<file path="src/rtl/zacore_mem_arbiter.sv">
// Purpose : shares one memory bus between fetch and the data stage; data has priority,
//           bounded by a streak limit so fetch cannot starve; flush drops in-flight fetch data.
// Latency : request->bus same cycle, bus_rsp->x_rsp same cycle; backpressure: bus_req_ready
//           stalls the owner, one transaction outstanding, loser waits with valid held.
//
// Ports   : clk/rst_n (synchronous, active-low), flush,
//           if_req_* / if_rsp_*  fetch side, dm_req_* / dm_rsp_*  data side,
//           bus_req_* / bus_rsp_* external bus.
// Option  : define ZACORE_ARB_PERF_EN to add perf_if_grants, perf_dm_grants,
//           perf_stall_cycles (PERF_CNT_W bits each, wrapping).
module zacore_mem_arbiter #(
    parameter int unsigned MAX_DATA_STREAK = 4,
    parameter int unsigned PERF_CNT_W      = 32
) (
    input  logic        clk,
    input  logic        rst_n,
    input  logic        flush,
    input  logic        if_req_valid,
    input  logic [29:0] if_req_addr,
    output logic        if_req_ready,
    output logic        if_rsp_valid,
    output logic [31:0] if_rsp_data,
    input  logic        dm_req_valid,
    input  logic [29:0] dm_req_addr,
    input  logic        dm_req_we,
    input  logic [3:0]  dm_req_be,
    input  logic [31:0] dm_req_wdata,
    output logic        dm_req_ready,
    output logic        dm_rsp_valid,
    output logic [31:0] dm_rsp_rdata,
    output logic        bus_req_valid,
    output logic [29:0] bus_req_addr,
    output logic        bus_req_we,
    output logic [3:0]  bus_req_be,
    output logic [31:0] bus_req_wdata,
    input  logic        bus_req_ready,
    input  logic        bus_rsp_valid,
    input  logic [31:0] bus_rsp_data
`ifdef ZACORE_ARB_PERF_EN
    ,
    output logic [PERF_CNT_W-1:0] perf_if_grants,
    output logic [PERF_CNT_W-1:0] perf_dm_grants,
    output logic [PERF_CNT_W-1:0] perf_stall_cycles
`endif
);

    typedef enum logic [1:0] {ST_IDLE, ST_REQ, ST_WAIT} state_t;

    localparam logic [3:0] STREAK_MAX = 4'(MAX_DATA_STREAK);

    state_t     state_q, state_d;
    logic       owner_dm_q, owner_dm_d;   // 1 = data stage owns the bus, 0 = fetch
    logic       drop_q, drop_d;           // pending fetch response must be swallowed
    logic [3:0] streak_q, streak_d;

    logic grant_dm;     // requester driving the bus this cycle
    logic req_vld;      // internal bus_req_valid before reset gating
    logic rsp_hit;      // response that belongs to the owned transaction
    logic acc;
    logic if_acc;
    logic dm_acc;

    // Next state, arbitration and drop tracking.
    always_comb begin
        state_d    = state_q;
        owner_dm_d = owner_dm_q;
        drop_d     = drop_q;
        grant_dm   = owner_dm_q;
        req_vld    = 1'b0;
        rsp_hit    = 1'b0;
        unique case (state_q)
            ST_IDLE: begin
                // Data wins unless it has used up its streak while fetch is waiting.
                grant_dm = dm_req_valid && !((streak_q == STREAK_MAX) && if_req_valid);
                req_vld  = if_req_valid | dm_req_valid;
                if (req_vld) begin
                    owner_dm_d = grant_dm;
                    state_d    = bus_req_ready ? ST_WAIT : ST_REQ;
                end
            end
            ST_REQ: begin
                // Requests are never retracted; a flushed fetch still completes on the bus.
                req_vld = 1'b1;
                if (!owner_dm_q && flush) drop_d = 1'b1;
                if (bus_req_ready) state_d = ST_WAIT;
            end
            ST_WAIT: begin
                if (bus_rsp_valid) begin
                    rsp_hit = 1'b1;
                    drop_d  = 1'b0;
                    state_d = ST_IDLE;
                end else if (!owner_dm_q && flush) begin
                    drop_d = 1'b1;
                end
            end
            default: state_d = ST_IDLE;
        endcase
    end

    assign acc    = req_vld & bus_req_ready;
    assign if_acc = acc & ~grant_dm;
    assign dm_acc = acc & grant_dm;

    // Streak only counts data grants that actually made fetch wait.
    always_comb begin
        streak_d = streak_q;
        if (!if_req_valid || if_acc) begin
            streak_d = 4'd0;
        end else if (dm_acc && (streak_q < STREAK_MAX)) begin
            streak_d = streak_q + 4'd1;
        end
    end

    always_ff @(posedge clk) begin
        if (!rst_n) begin
            state_q    <= ST_IDLE;
            owner_dm_q <= 1'b0;
            drop_q     <= 1'b0;
            streak_q   <= 4'd0;
        end else begin
            state_q    <= state_d;
            owner_dm_q <= owner_dm_d;
            drop_q     <= drop_d;
            streak_q   <= streak_d;
        end
    end

    // Outputs are held at zero for the whole reset window, whatever state was left behind.
    always_comb begin
        if_req_ready  = 1'b0;
        dm_req_ready  = 1'b0;
        if_rsp_valid  = 1'b0;
        if_rsp_data   = 32'd0;
        dm_rsp_valid  = 1'b0;
        dm_rsp_rdata  = 32'd0;
        bus_req_valid = 1'b0;
        bus_req_addr  = 30'd0;
        bus_req_we    = 1'b0;
        bus_req_be    = 4'd0;
        bus_req_wdata = 32'd0;
        if (rst_n) begin
            if_req_ready  = if_acc;
            dm_req_ready  = dm_acc;
            bus_req_valid = req_vld;
            if (req_vld) begin
                if (grant_dm) begin
                    bus_req_addr  = dm_req_addr;
                    bus_req_we    = dm_req_we;
                    bus_req_be    = dm_req_be;
                    bus_req_wdata = dm_req_wdata;
                end else begin
                    bus_req_addr  = if_req_addr;
                    bus_req_be    = 4'hF;
                end
            end
            if (rsp_hit) begin
                // A flush in the response cycle itself also kills the instruction.
                if (owner_dm_q) begin
                    dm_rsp_valid = 1'b1;
                    dm_rsp_rdata = bus_rsp_data;
                end else if (!drop_q && !flush) begin
                    if_rsp_valid = 1'b1;
                    if_rsp_data  = bus_rsp_data;
                end
            end
        end
    end

`ifdef ZACORE_ARB_PERF_EN
    logic stall;
    assign stall = (if_req_valid | dm_req_valid) & ~acc;

    always_ff @(posedge clk) begin
        if (!rst_n) begin
            perf_if_grants    <= '0;
            perf_dm_grants    <= '0;
            perf_stall_cycles <= '0;
        end else begin
            if (if_acc) perf_if_grants    <= perf_if_grants + 1'b1;
            if (dm_acc) perf_dm_grants    <= perf_dm_grants + 1'b1;
            if (stall)  perf_stall_cycles <= perf_stall_cycles + 1'b1;
        end
    end
`else
    // Counter width only matters in the perf build.
    if (PERF_CNT_W == 0) begin : g_no_perf
    end
`endif

endmodule

</file>
<file path="config.mk">
export PLATFORM = sky130hd
export DESIGN_NAME = zacore_mem_arbiter
export DESIGN_NICKNAME = d
export VERILOG_FILES = /design/src/rtl/zacore_mem_arbiter.sv
export SDC_FILE = /design/constraint.sdc
export NUM_CORES = 1
export LEC_CHECK = 0
export BUFFER_PORTS_ARGS = -buffer_cell sky130_fd_sc_hd__buf_2
export CORE_AREA = 3 3 103 105
export CTS_CLUSTER_SIZE = 16
export DETAILED_ROUTE_END_ITERATION = 7
export DIE_AREA = 0 0 106 108
export GPL_ROUTABILITY_DRIVEN = 0
export GPL_TIMING_DRIVEN = 1
export PLACE_DENSITY = 0.57
export REMOVE_ABC_BUFFERS = 1
export SKIP_CTS_REPAIR_TIMING = 1
export SLEW_MARGIN = 30
export SYNTH_ARGS = -nofsm -noshare
export SYNTH_HDL_FRONTEND = slang
export SYNTH_SLANG_ARGS = --single-unit
</file>
<file path="constraint.sdc">
create_clock -name clk -period 5.1 [get_ports clk]
set_input_delay 1.02 -clock clk [delete_from_list [all_inputs] [get_ports clk]]
set_output_delay 1.02 -clock clk [all_outputs]
set_load 0.1 [all_outputs]
</file>
; ---- Word-level counts from Yosys, hierarchy flattened
; Cells that the tools add are included.
[totals]
out_inout_bits = 136
in_bits = 136
reg_bits = 8
[op_classes]
add_sub_neg = 1
eq_ne = 6
order_cmp = 1
muxes = 41
bitwise_logic = 6
reduce_logical = 16
[op_table]
columns = op, count
row1 = $mux W32, 10
row2 = $mux W30, 3
row3 = $mux W1, 18
row4 = $mux W4, 3
row5 = $mux W2, 4
row6 = $ne A2 B2 Y1 const B, 3
row7 = $pmux W2 S3, 1
row8 = $logic_and A1 B1 Y1, 5
row9 = $logic_not A1 Y1, 5
row10 = $add A4 B1 Y4 const B, 1
row11 = $eq A4 B3 Y1 const B, 1
row12 = $lt A4 B3 Y1 const B, 1
row13 = $pmux W1 S2, 2
row14 = $and A1 B1 Y1, 3
row15 = $reduce_and A3 Y1, 1
row16 = $eq A2 B1 Y1 const B, 1
row17 = $eq A2 B2 Y1 const B, 1
row18 = $logic_not A2 Y1, 1
row19 = $not A1 Y1, 2
row20 = $reduce_and A2 Y1, 1
row21 = $reduce_bool A2 Y1, 1
row22 = $reduce_or A2 Y1, 1
row23 = $logic_or A1 B1 Y1, 1
row24 = $or A1 B1 Y1, 1

; ---- Logic depth before layout (Yosys ltp)
; Gate-level depths: netlist of the first run.
[depth]
depth_word = 9
mapped_depth = 8

; ---- Worst setup path before layout of the first run
; No wires, ideal clock.
[synth_path]
kind = input -> output
from = input port rst_n
to = output port dm_rsp_rdata[22]
setup_slack_ns = 0.703
stages = 5
arrival_time_ns = 3.377
required_time_ns = 4.080
cell_sequence = buf_2 -> nand3_1 -> nor2_1 -> clkbuf_1 -> and2_1
[synth_via]
elab_chain_cells = 1
[synth_lines]
columns = element, line_no
row1 = "start, declared", 16  ; input logic rst_n,
row2 = $mux W32, 141  ; if (rst_n) begin
row3 = "end, declared", 30  ; output logic [31:0] dm_rsp_rdata,
; Every way passes these cells.

; ---- Worst setup path after layout of the first run
[layout_path]
from = input port if_req_valid
to = output port bus_req_addr[12]
[layout_via]
elab_chain_cells = 7
[layout_lines]
columns = element, line_no
row1 = "start, declared", 18  ; input logic if_req_valid,
row2 = $logic_and A1 B1 Y1, 74  ; grant_dm = dm_req_valid && !((streak_q == STREAK_MAX) && if_req_valid);
row3 = $logic_not A1 Y1, 74
row4 = $logic_and A1 B1 Y1, 74
row5 = $mux W1, 71  ; unique case (state_q)
row6 = $mux W30, 146  ; if (grant_dm) begin
row7 = $mux W30 *, 145  ; if (req_vld) begin
row8 = $mux W30 *, 141
row9 = "end, declared", 32  ; output logic [29:0] bus_req_addr,
; Mark *: on every way between the ends. The rest lies on a longest branch, timed or not.

==> impl_metrics.yaml, run 1 <==
clocking:
  path_clk_slew_ns: 0.04
  cts_root_buf: "clkbuf_8"
  cts_made_buffers: 3
  clk_latency_ns: 0.23
  numClockSinks: 8
  clockBufferDepth: 2
  htreeDepth: 1
  cts_tree: "built"
grt:
  grt_max_degree: 36
  antenna_found_initial: 0
  grtUsageTotal: 0.135
  grt_remaining_overflow: 0
  grt_pass1_vias: 2458
  grt_pass1_wl_um: 12800
logic_synthesis:
  synthSimpleGateAreaFrac: 0.562
  synth_compound_area_frac: 0.222
  yosysSeqAreaShare: 0.0845
  yosys.area_share.adder: 0.0396
  syn_inst: 281
  yosysMostFrequentCell: "and2_1"
  synth_ff_type: "dfxtp_1"
  synth_top_area_cell: "and2_1"
  synthTopCellsByCount: "and2_1 (73), nand2_1 (63), a21oi_2 (25)"
  netlist_area_um2: 1900
  synth_edf_count: 0
  muxShareOfSynthArea: 0
  synth_top_family_by_area: "simple AND/OR/NAND/NOR gates"
  synth.avg_cell_area_um2: 6.75
  synth_xor_area_frac: 0
  synth_async_sr_flop_share: 0
  ys_types: 37
  synth.ff_latch_count: 8
  synth_top_cell_area_share: 0.241
  synthTopCellsByArea: "and2_1 (24%), nand2_1 (12%), a21oi_2 (12%)"
  yosysWarnings: 0
placement:
  dp_hpwl_um: 7790
  dp.cells: 668
  portBuffers: 271
  placed_area_um2: 3320
finish:
  fin_area_um2: 3360
  antenna_cells: 0
  nFillCells: 1073
  area_delta_synth_final_pct: 77.2
  multi_input_area_um2: 1570
  nets: 682
  ff_latch_area_um2: 160
  drive_above_1_share: 0.630
  fin_cells: 671
sta:
  hold_viol_final: 0
  slew_violations: 0
  rsz0062_at_grt: "no"
  slew_headroom: 0.489
  finalSetupViolations: 0
  fin_hold_ws_ns: 0.515
  finClkSkew_ns: 0.000585
  layout_worst_path_cycle_share: 0.784
  tightest_slew_ns: 0.767
  tns_ns: 0
  period_minus_slack_ns: 4.00
  fmax_ghz: 0.250
worst_hold_path:
  hold-path-cell-count: 1
  hold_class: "reg -> reg"
critical_path:
  cp_data_required_time_ns: 4.08
  worstSetupPathType: "in -> out"
  cp-start-kind: "input port"
  end_kind: "primary output"
  critPathArrivalTime_ns: 2.98
  reg2reg_depth: 6
  cp_max_fo: 26
power:
  ir_drop_mv: 0.146
  p_per_area_nw_per_um2: 290
  p_leak_nw: 2.09
run:
  drv_cap: 0
die:
  die_w_um: 106
  core_um2: 9730
  die_h_um: 108
  fp-row-count: 36
  initial_core_util: 0.195
  dieArea_um2: 11400
  pin_count: 272
routing:
  antenna_left: 0
  drc: 0
  viasPerCell: 4.11
  drt_iter0_markers: 143
  vias: 2755
  drt_first_pass_iters: 6
  post_drt_wl_per_cell_um: 13.3
  finalWirelength_um: 8930
run_status:
  status: "finished clean"
[worst max-delay path, cell delays in order]
cell and delay (ns):
buf_2 0.14, nand4b_2 0.17, a31oi_4 0.69, buf_4 0.31
nand2_1 0.09, a21oi_2 0.11, buf_2 0.44
[placed cells by master, fill, tap and decap left out, types with 2 or more instances in the layout]
master      n
buf_4       4
and3_2      2
a31o_2      2
inv_1       9
dfxtp_1     8
nor2_1     13
nand2_1    63
a21oi_2    25
nand3_1     2
buf_2     271
a21oi_1     6
and3_1      3
and2_4     21
and2_2      4
ha_1        6
clkbuf_8    3
o21a_1      4
nor2b_1     2
and2_1     73
[path summary, 6_finish.rpt]
check / to / slack (ns) / start
worst max-delay path: bus_req_addr[12] / 1.10 / if_req_valid
worst min register to register: streak_q[3] / 0.52 / streak_q[3]
worst min-delay path: streak_q[3] / 0.52 / streak_q[3]
worst max register to register: streak_q[0] / 2.92 / state_q[0]
[layer usage]
metal	track usage	up-vias	wire [µm]
met4	0.0259	0	106
met1	0.156	1224	3380
met3	0.0185	10	569
li1	-	1415	-
met2	0.266	106	4880
met5	0	-	0
[registers in the layout, summed over array words and instances (netlist names)]
signal	cells
drop_q	1
owner_dm_q	1
state_q	2
streak_q	4
[layout make-up]
type,count,area share
Inverter,9,0.0101
Sequential cell,8,0.0477
Clock buffer,3,0.0123
Timing Repair Buffer,275,0.413
Tap cell,133,0.0495
Multi-Input combinational cell,243,0.468
[report_power, final]
group | total, W | leakage [nW] | switching (W) | internal [W]
logic | 0.000826 | 2.00 | 0.000665 | 0.000160
registers | 0.0000737 | 0.0652 | 0.00000524 | 0.0000684
clock network | 0.0000757 | 0.0216 | 0.0000246 | 0.0000511
[logic make-up after synthesis]
| logic type | after synthesis |
|---|---|
| adders and majority gates | 6 |
| AOI/OAI and AO/OA | 49 |
| buffers and inverters | 30 |
| and+or+nand+nor | 188 |
| DFF | 8 |
[through the flow]
stage | setup slack, ns | utilization | total power, W
3_5_place_dp | 1.07 | 0.341 | 0.000905
4_1_cts | 1.08 | 0.345 | 0.000982
6_report | 1.10 | 0.345 | 0.000975
3_3_place_gp | 1.14 | 0.340 | 0.000898
5_1_grt | 0.888 | 0.345 | 0.00102
2_1_floorplan | -0.435 | - | 0.000739
(Power assumes the default switching activity.)
==> run 2: changes to the inputs <==
- ABC_AREA: default -> 1
- CORE_AREA: 3 3 103 105 -> 3 3 105 107
- DIE_AREA: 0 0 106 108 -> 0 0 108 110
- PLACE_DENSITY: 0.57 -> 0.54
- clock period: 5.1 -> 4.15 ns (I/O delays scaled with it)
==> run 2 against run 1 <==
Clock skew rose by 0.0030 ns. Core utilization rose by 1.8 points. Wire length rose by 12%. First-iteration DRC count rose by 50%. Setup slack got worse by 0.39 ns. Cell area rose by 11%. Register-to-register slack got worse by 0.93 ns. Combinational power rose by 31%. Global-route usage rose by 1.7 points. Non-clock buffer count rose by 1. Highest routed layer is now met5.
==> impl_metrics.yaml, run 2 <==
run_status:
  status: "finished clean"
logic_synthesis:
  synth_top_cell_area_share: 0.349
  synthTopCellsByArea: "nor2_1 (35%), nand2_1 (11%), inv_1 (11%)"
  synth_ff_type: "dfxtp_1"
  ys_types: 25
  netlist_area_um2: 1790
  synth.avg_cell_area_um2: 4.80
  synth_top_area_cell: "nor2_1"
  yosysMostFrequentCell: "nor2_1"
  yosysWarnings: 0
  syn_inst: 374
  synth_edf_count: 0
  synth_async_sr_flop_share: 0
  synthTopCellsByCount: "nor2_1 (167), nand2_1 (53), inv_1 (52)"
  synth.ff_latch_count: 8
  yosysSeqAreaShare: 0.0893
grt:
  grt_max_degree: 43
  grtUsageTotal: 0.153
  antenna_found_initial: 1
  grt_remaining_overflow: 0
  grt_pass1_wl_um: 14400
  grt_pass1_vias: 2918
sta:
  fin_ws_ns: 0.709
  layout_worst_path_cycle_share: 0.829
  period_minus_slack_ns: 3.44
  hold_viol_final: 0
  tns_ns: 0
  slew_headroom: 0.419
  fmax_ghz: 0.291
  finClkSkew_ns: 0.00354
  tightest_slew_ns: 0.870
  slew_violations: 0
  rsz0062_at_grt: "no"
  finalSetupViolations: 0
critical_path:
  crit_chain: "buf_2 -> o21ai_1 -> nand2_1 -> nand2_1 -> inv_1 -> buf_4 -> o21ai_0 -> nor2_1 -> buf_12"
  end_kind: "primary output"
  critPathTopFamily: "buffers and inverters"
  reg2reg_slack_ns: 1.99
  crit_path_max_incr_delay_ns: 0.60
  timing.rr.start: "streak_q[0]"
  cp-start-kind: "input port"
  cp_max_fo: 27
  reg2reg_depth: 12
  path_buf_inv: 4
  cp_common_cell: "nand2_1"
  r2r-end: "streak_q[2]"
  critPathArrivalTime_ns: 2.61
  cp_data_required_time_ns: 3.32
  worstSetupPathType: "in -> out"
  crit_slowest_cell: "inv_1"
placement:
  dp.cells: 763
  portBuffers: 271
  dpl_worst_slack_ns: 0.683
  dp_hpwl_um: 8470
routing:
  drc: 0
  vias: 3145
  drt_iter0_markers: 214
  post_drt_wl_per_cell_um: 13.1
  antenna_left: 0
  drt_first_pass_iters: 4
  viasPerCell: 4.11
  finalWirelength_um: 10000
worst_hold_path:
  hold_class: "reg -> reg"
  hp-start: "streak_q[3]"
  hold_end: "streak_q[3]"
  hold-path-cell-count: 2
clocking:
  cts_root_buf: "clkbuf_8"
  clk_latency_ns: 0.23
  cts_made_buffers: 3
  cts_tree: "built"
  htreeDepth: 1
  clockBufferDepth: 2
  path_clk_slew_ns: 0.04
  numClockSinks: 8
power:
  clkPwrFrac: 0.076
  switching_share: 0.656
  power.switching_w: 0.000830
  ir_drop_mv: 0.227
  total_power_w: 0.00127
  p_seq_frac: 0.070
  p_per_area_nw_per_um2: 340
  intPower_w: 0.000435
  p_leak_nw: 2.32
  combinationalPowerShare: 0.854
die:
  initial_core_util: 0.175
  pin_count: 272
  dieArea_um2: 11900
  die_w_um: 108
  fp-row-count: 37
  core_um2: 10200
  die_h_um: 110
finish:
  largest_reg_flops: 4
  final_cell_mix: "buf_2 (241), nor2_1 (167), nand2_1 (53)"
  area_delta_synth_final_pct: 107
  nets: 774
  drive_above_1_share: 0.471
  fin_cells: 766
  reg_top3: "streak_q (4), state_q (2)"
  top_register: "streak_q"
  antenna_cells: 0
  final_common_cell: "buf_2"
run:
  drv_cap: 0
-- run 2: worst max path at each step --
stage | from | end | slack, ns | cells past startpoint
after floorplan | bus_rsp_valid | dm_rsp_rdata[0] | -1.18 | 4
after global placement | if_req_valid | bus_req_addr[0] | 0.71 | 9
after detailed placement | if_req_valid | bus_req_addr[0] | 0.68 | 9
after CTS | if_req_valid | bus_req_addr[0] | 0.66 | 9
after global routing | state_q[0] | bus_req_addr[18] | 0.52 | 10
final | if_req_valid | bus_req_addr[0] | 0.71 | 9
-- run 2: logic make-up (layout without fill, tap and decap cells) --
kind of cell / Yosys count / in the layout / synth area share
and+or+nand+nor: 240 / 240 / 0.536
buffers and inverters: 78 / 334 / 0.204
AOI/OAI and AO/OA: 42 / 42 / 0.130
DFF: 8 / 8 / 0.0893
adders and majority gates: 6 / 6 / 0.0418
-- run 2: per-stage QoR --
stage | utilization | area (µm²) | hold WS (ns)
final | 0.363 | 3720 | 0.446
after global routing | 0.363 | 3720 | 0.475
after CTS | 0.363 | 3720 | 0.449
after detailed placement | 0.359 | 3670 | 0.443
after global placement | 0.359 | 3670 | 0.432
after floorplan | - | 1640 | 0.422
-- run 2: cell type report --
class	count	area, µm²
Timing Repair Buffer	276	1870
Fill cell	1127	6520
Inverter	55	206
Sequential cell	8	160
Clock buffer	3	41.3
Multi-Input combinational cell	288	1270
Tap cell	136	170
-- run 2: per-layer routing --
metal / share of wire / wire [µm] / global-route usage / up-vias
met3: 0.10 / 1010 / 0.0285 / 11
met5: 0.0013 / 13 / 0 / -
met1: 0.36 / 3640 / 0.159 / 1330
li1: - / - / - / 1619
met4: 0.010 / 105 / 0.0234 / 2
met2: 0.52 / 5250 / 0.318 / 183
-- run 2: tightest hold or removal path: stages, from the launching register on --
cell and delay, ns:
dfxtp_1 0.32, inv_1 0.05, nor2_1 0.03
-- run 2: power groups by stage --
| stage | Combinational, W | Sequential, W | Clock, W |
|---|---|---|---|
| 2_1_floorplan | 0.000726 | 0.0000884 | 0 |
| 3_3_place_gp | 0.00108 | 0.0000892 | 0 |
| 3_5_place_dp | 0.00109 | 0.0000896 | 0 |
| 4_1_cts | 0.00109 | 0.0000882 | 0.0000990 |
| 5_1_grt | 0.00114 | 0.0000891 | 0.000101 |
| 6_report | 0.00108 | 0.0000882 | 0.0000963 |
==> run 3: changes to the inputs <==
- ABC_AREA: 1 -> 0
- CORE_AREA: 3 3 105 107 -> 3 3 106 108
- DIE_AREA: 0 0 108 110 -> 0 0 109 111
- PLACE_DENSITY: 0.54 -> 0.56
- clock period: 4.15 -> 2.9 ns (I/O delays scaled with it)
==> run 3 against run 2 <==
Clock power up 42%. Setup slack got worse by 0.58 ns. Non-clock buffer count rose by 8. Clock-buffer cell count unchanged. Via count is 8.0% lower. Register-to-register slack worse by 0.95 ns. Hold slack gained 0.073 ns. Sequential power grew 47%. Critical path depth did not move. Wire length is 5.7% higher. Sequential cell count unchanged. Cell count down 11%.
==> impl_metrics.yaml, run 3 (synthesized netlist as in run 1, its figures left out) <==
power:
  intPower_w: 0.000858
  switching_share: 0.603
  clkPwrFrac: 0.063
  combinationalPowerShare: 0.877
  p_leak_nw: 2.51
  power.switching_w: 0.00130
  total_power_w: 0.00216
  p_seq_frac: 0.060
  ir_drop_mv: 0.227
  p_per_area_nw_per_um2: 398
sta:
  period_minus_slack_ns: 2.77
  fin_ws_ns: 0.131
  fmax_ghz: 0.361
  finClkSkew_ns: 0.00497
  tns_ns: 0
  slew_headroom: 0.676
  tightest_slew_ns: 0.489
  hold_viol_final: 0
  finalSetupViolations: 0
  slew_violations: 0
  layout_worst_path_cycle_share: 0.955
finish:
  area_delta_synth_final_pct: 186
  nFillCells: 930
  fin_area_um2: 5430
  top_register: "streak_q"
  nets: 691
  largest_reg_flops: 4
  ff_latch_area_um2: 160
  drive_above_1_share: 0.640
  finish.utilization: 0.526
  reg_top3: "streak_q (4), state_q (2)"
  multi_input_area_um2: 1590
  final_cell_mix: "buf_2 (141), buf_12 (132), and2_1 (73)"
  final_common_cell: "buf_2"
critical_path:
  worstSetupPathType: "reg -> out"
  crit_chain: "inv_1 -> ha_4 -> buf_4 -> a31oi_4 -> buf_12 -> nor2_4 -> buf_4 -> and2_1 -> buf_12"
  crit_slowest_cell: "dfxtp_1"
  crit_path_max_incr_delay_ns: 0.32
  cp_max_fo: 37
  cp-start-kind: "flip-flop"
  cp_data_required_time_ns: 2.32
  end_kind: "primary output"
  critPathArrivalTime_ns: 2.19
clocking:
  cts_made_buffers: 3
  cts_root_buf: "clkbuf_8"
  path_clk_slew_ns: 0.04
  clk_latency_ns: 0.24
  numClockSinks: 8
  htreeDepth: 1
  cts_tree: "built"
  clockBufferDepth: 2
run_status:
  status: "finished clean"
routing:
  drt_first_pass_iters: 4
  drc: 0
  drt_iter0_markers: 126
  post_drt_wl_per_cell_um: 15.5
  finalWirelength_um: 10600
  antenna_left: 0
  viasPerCell: 4.23
  vias: 2894
placement:
  placed_area_um2: 5340
  dpl_worst_slack_ns: 0.256
  dp_hpwl_um: 9390
  portBuffers: 271
die:
  core_um2: 10300
  fp-row-count: 37
  dieArea_um2: 12100
  pin_count: 272
  die_h_um: 111
  initial_core_util: 0.184
  die_w_um: 109
grt:
  grt_pass1_vias: 2829
  grt_remaining_overflow: 0
  grtUsageTotal: 0.160
  antenna_found_initial: 1
  grt_max_degree: 38
  grt_pass1_wl_um: 15500
run:
  drv_cap: 0
worst_hold_path:
  hold_class: "reg -> reg"
run 3: changes by cell type in the layout (fill, tap and decap cells not counted), sizes merged, moves of 8 or more:
| cell | delta |
|---|---|
| inv | -46 |
| a21oi | +26 |
| buf | +8 |
| nand2 | +9 |
| and2 | +98 |
| nor2 | -163 |
| o21ai | -30 |
run 3: final timing paths:
path	from	endpoint	slack (ns)	cells after the start
max	state_q[0]	bus_req_wdata[10]	0.13	9
min reg2reg	streak_q[1]	streak_q[1]	0.52	1
min	streak_q[1]	streak_q[1]	0.52	1
max reg2reg	state_q[0]	streak_q[0]	1.04	7
run 3: metrics by stage:
stage	cells	hold slack [ns]
2_1_floorplan	260	0.472
3_3_place_gp	677	0.501
3_5_place_dp	677	0.514
4_1_cts	680	0.522
5_1_grt	684	0.533
6_report	684	0.520
run 3: final cells by class:
class                           instances  share of cell area
Timing Repair Buffer                  284               0.632
Multi-Input combinational cell        243               0.292
Tap cell                              136              0.0314
Sequential cell                         8              0.0295
Clock buffer                            3             0.00761
Inverter                                9             0.00623
Antenna cell                            1            0.000461
run 3: metal layers:
metal	GRT usage	wire length (µm)
met3	0.0280	797
met2	0.318	5980
met1	0.159	3490
met5	0	0
met4	0.0581	327
run 3: worst max-delay path: cells and delay by family, from the launching register on:
kind / cells / cell delay [ns]
AND/OR/NAND/NOR: 2 / 0.42
buffers and inverters: 5 / 0.86
flip-flops: 1 / 0.32
adder cells (fa/ha/maj): 1 / 0.22
AO/OA/AOI/OAI: 1 / 0.09
run 3: power groups by stage:
| stage | combinational (W) | clock (W) | sequential [W] |
|---|---|---|---|
| finish | 0.00190 | 0.000137 | 0.000130 |
| global route | 0.00197 | 0.000147 | 0.000132 |
| CTS | 0.00189 | 0.000142 | 0.000130 |
| detailed placement | 0.00188 | 0 | 0.000132 |
| global placement | 0.00186 | 0 | 0.000131 |
| floorplan | 0.00117 | 0 | 0.000128 |
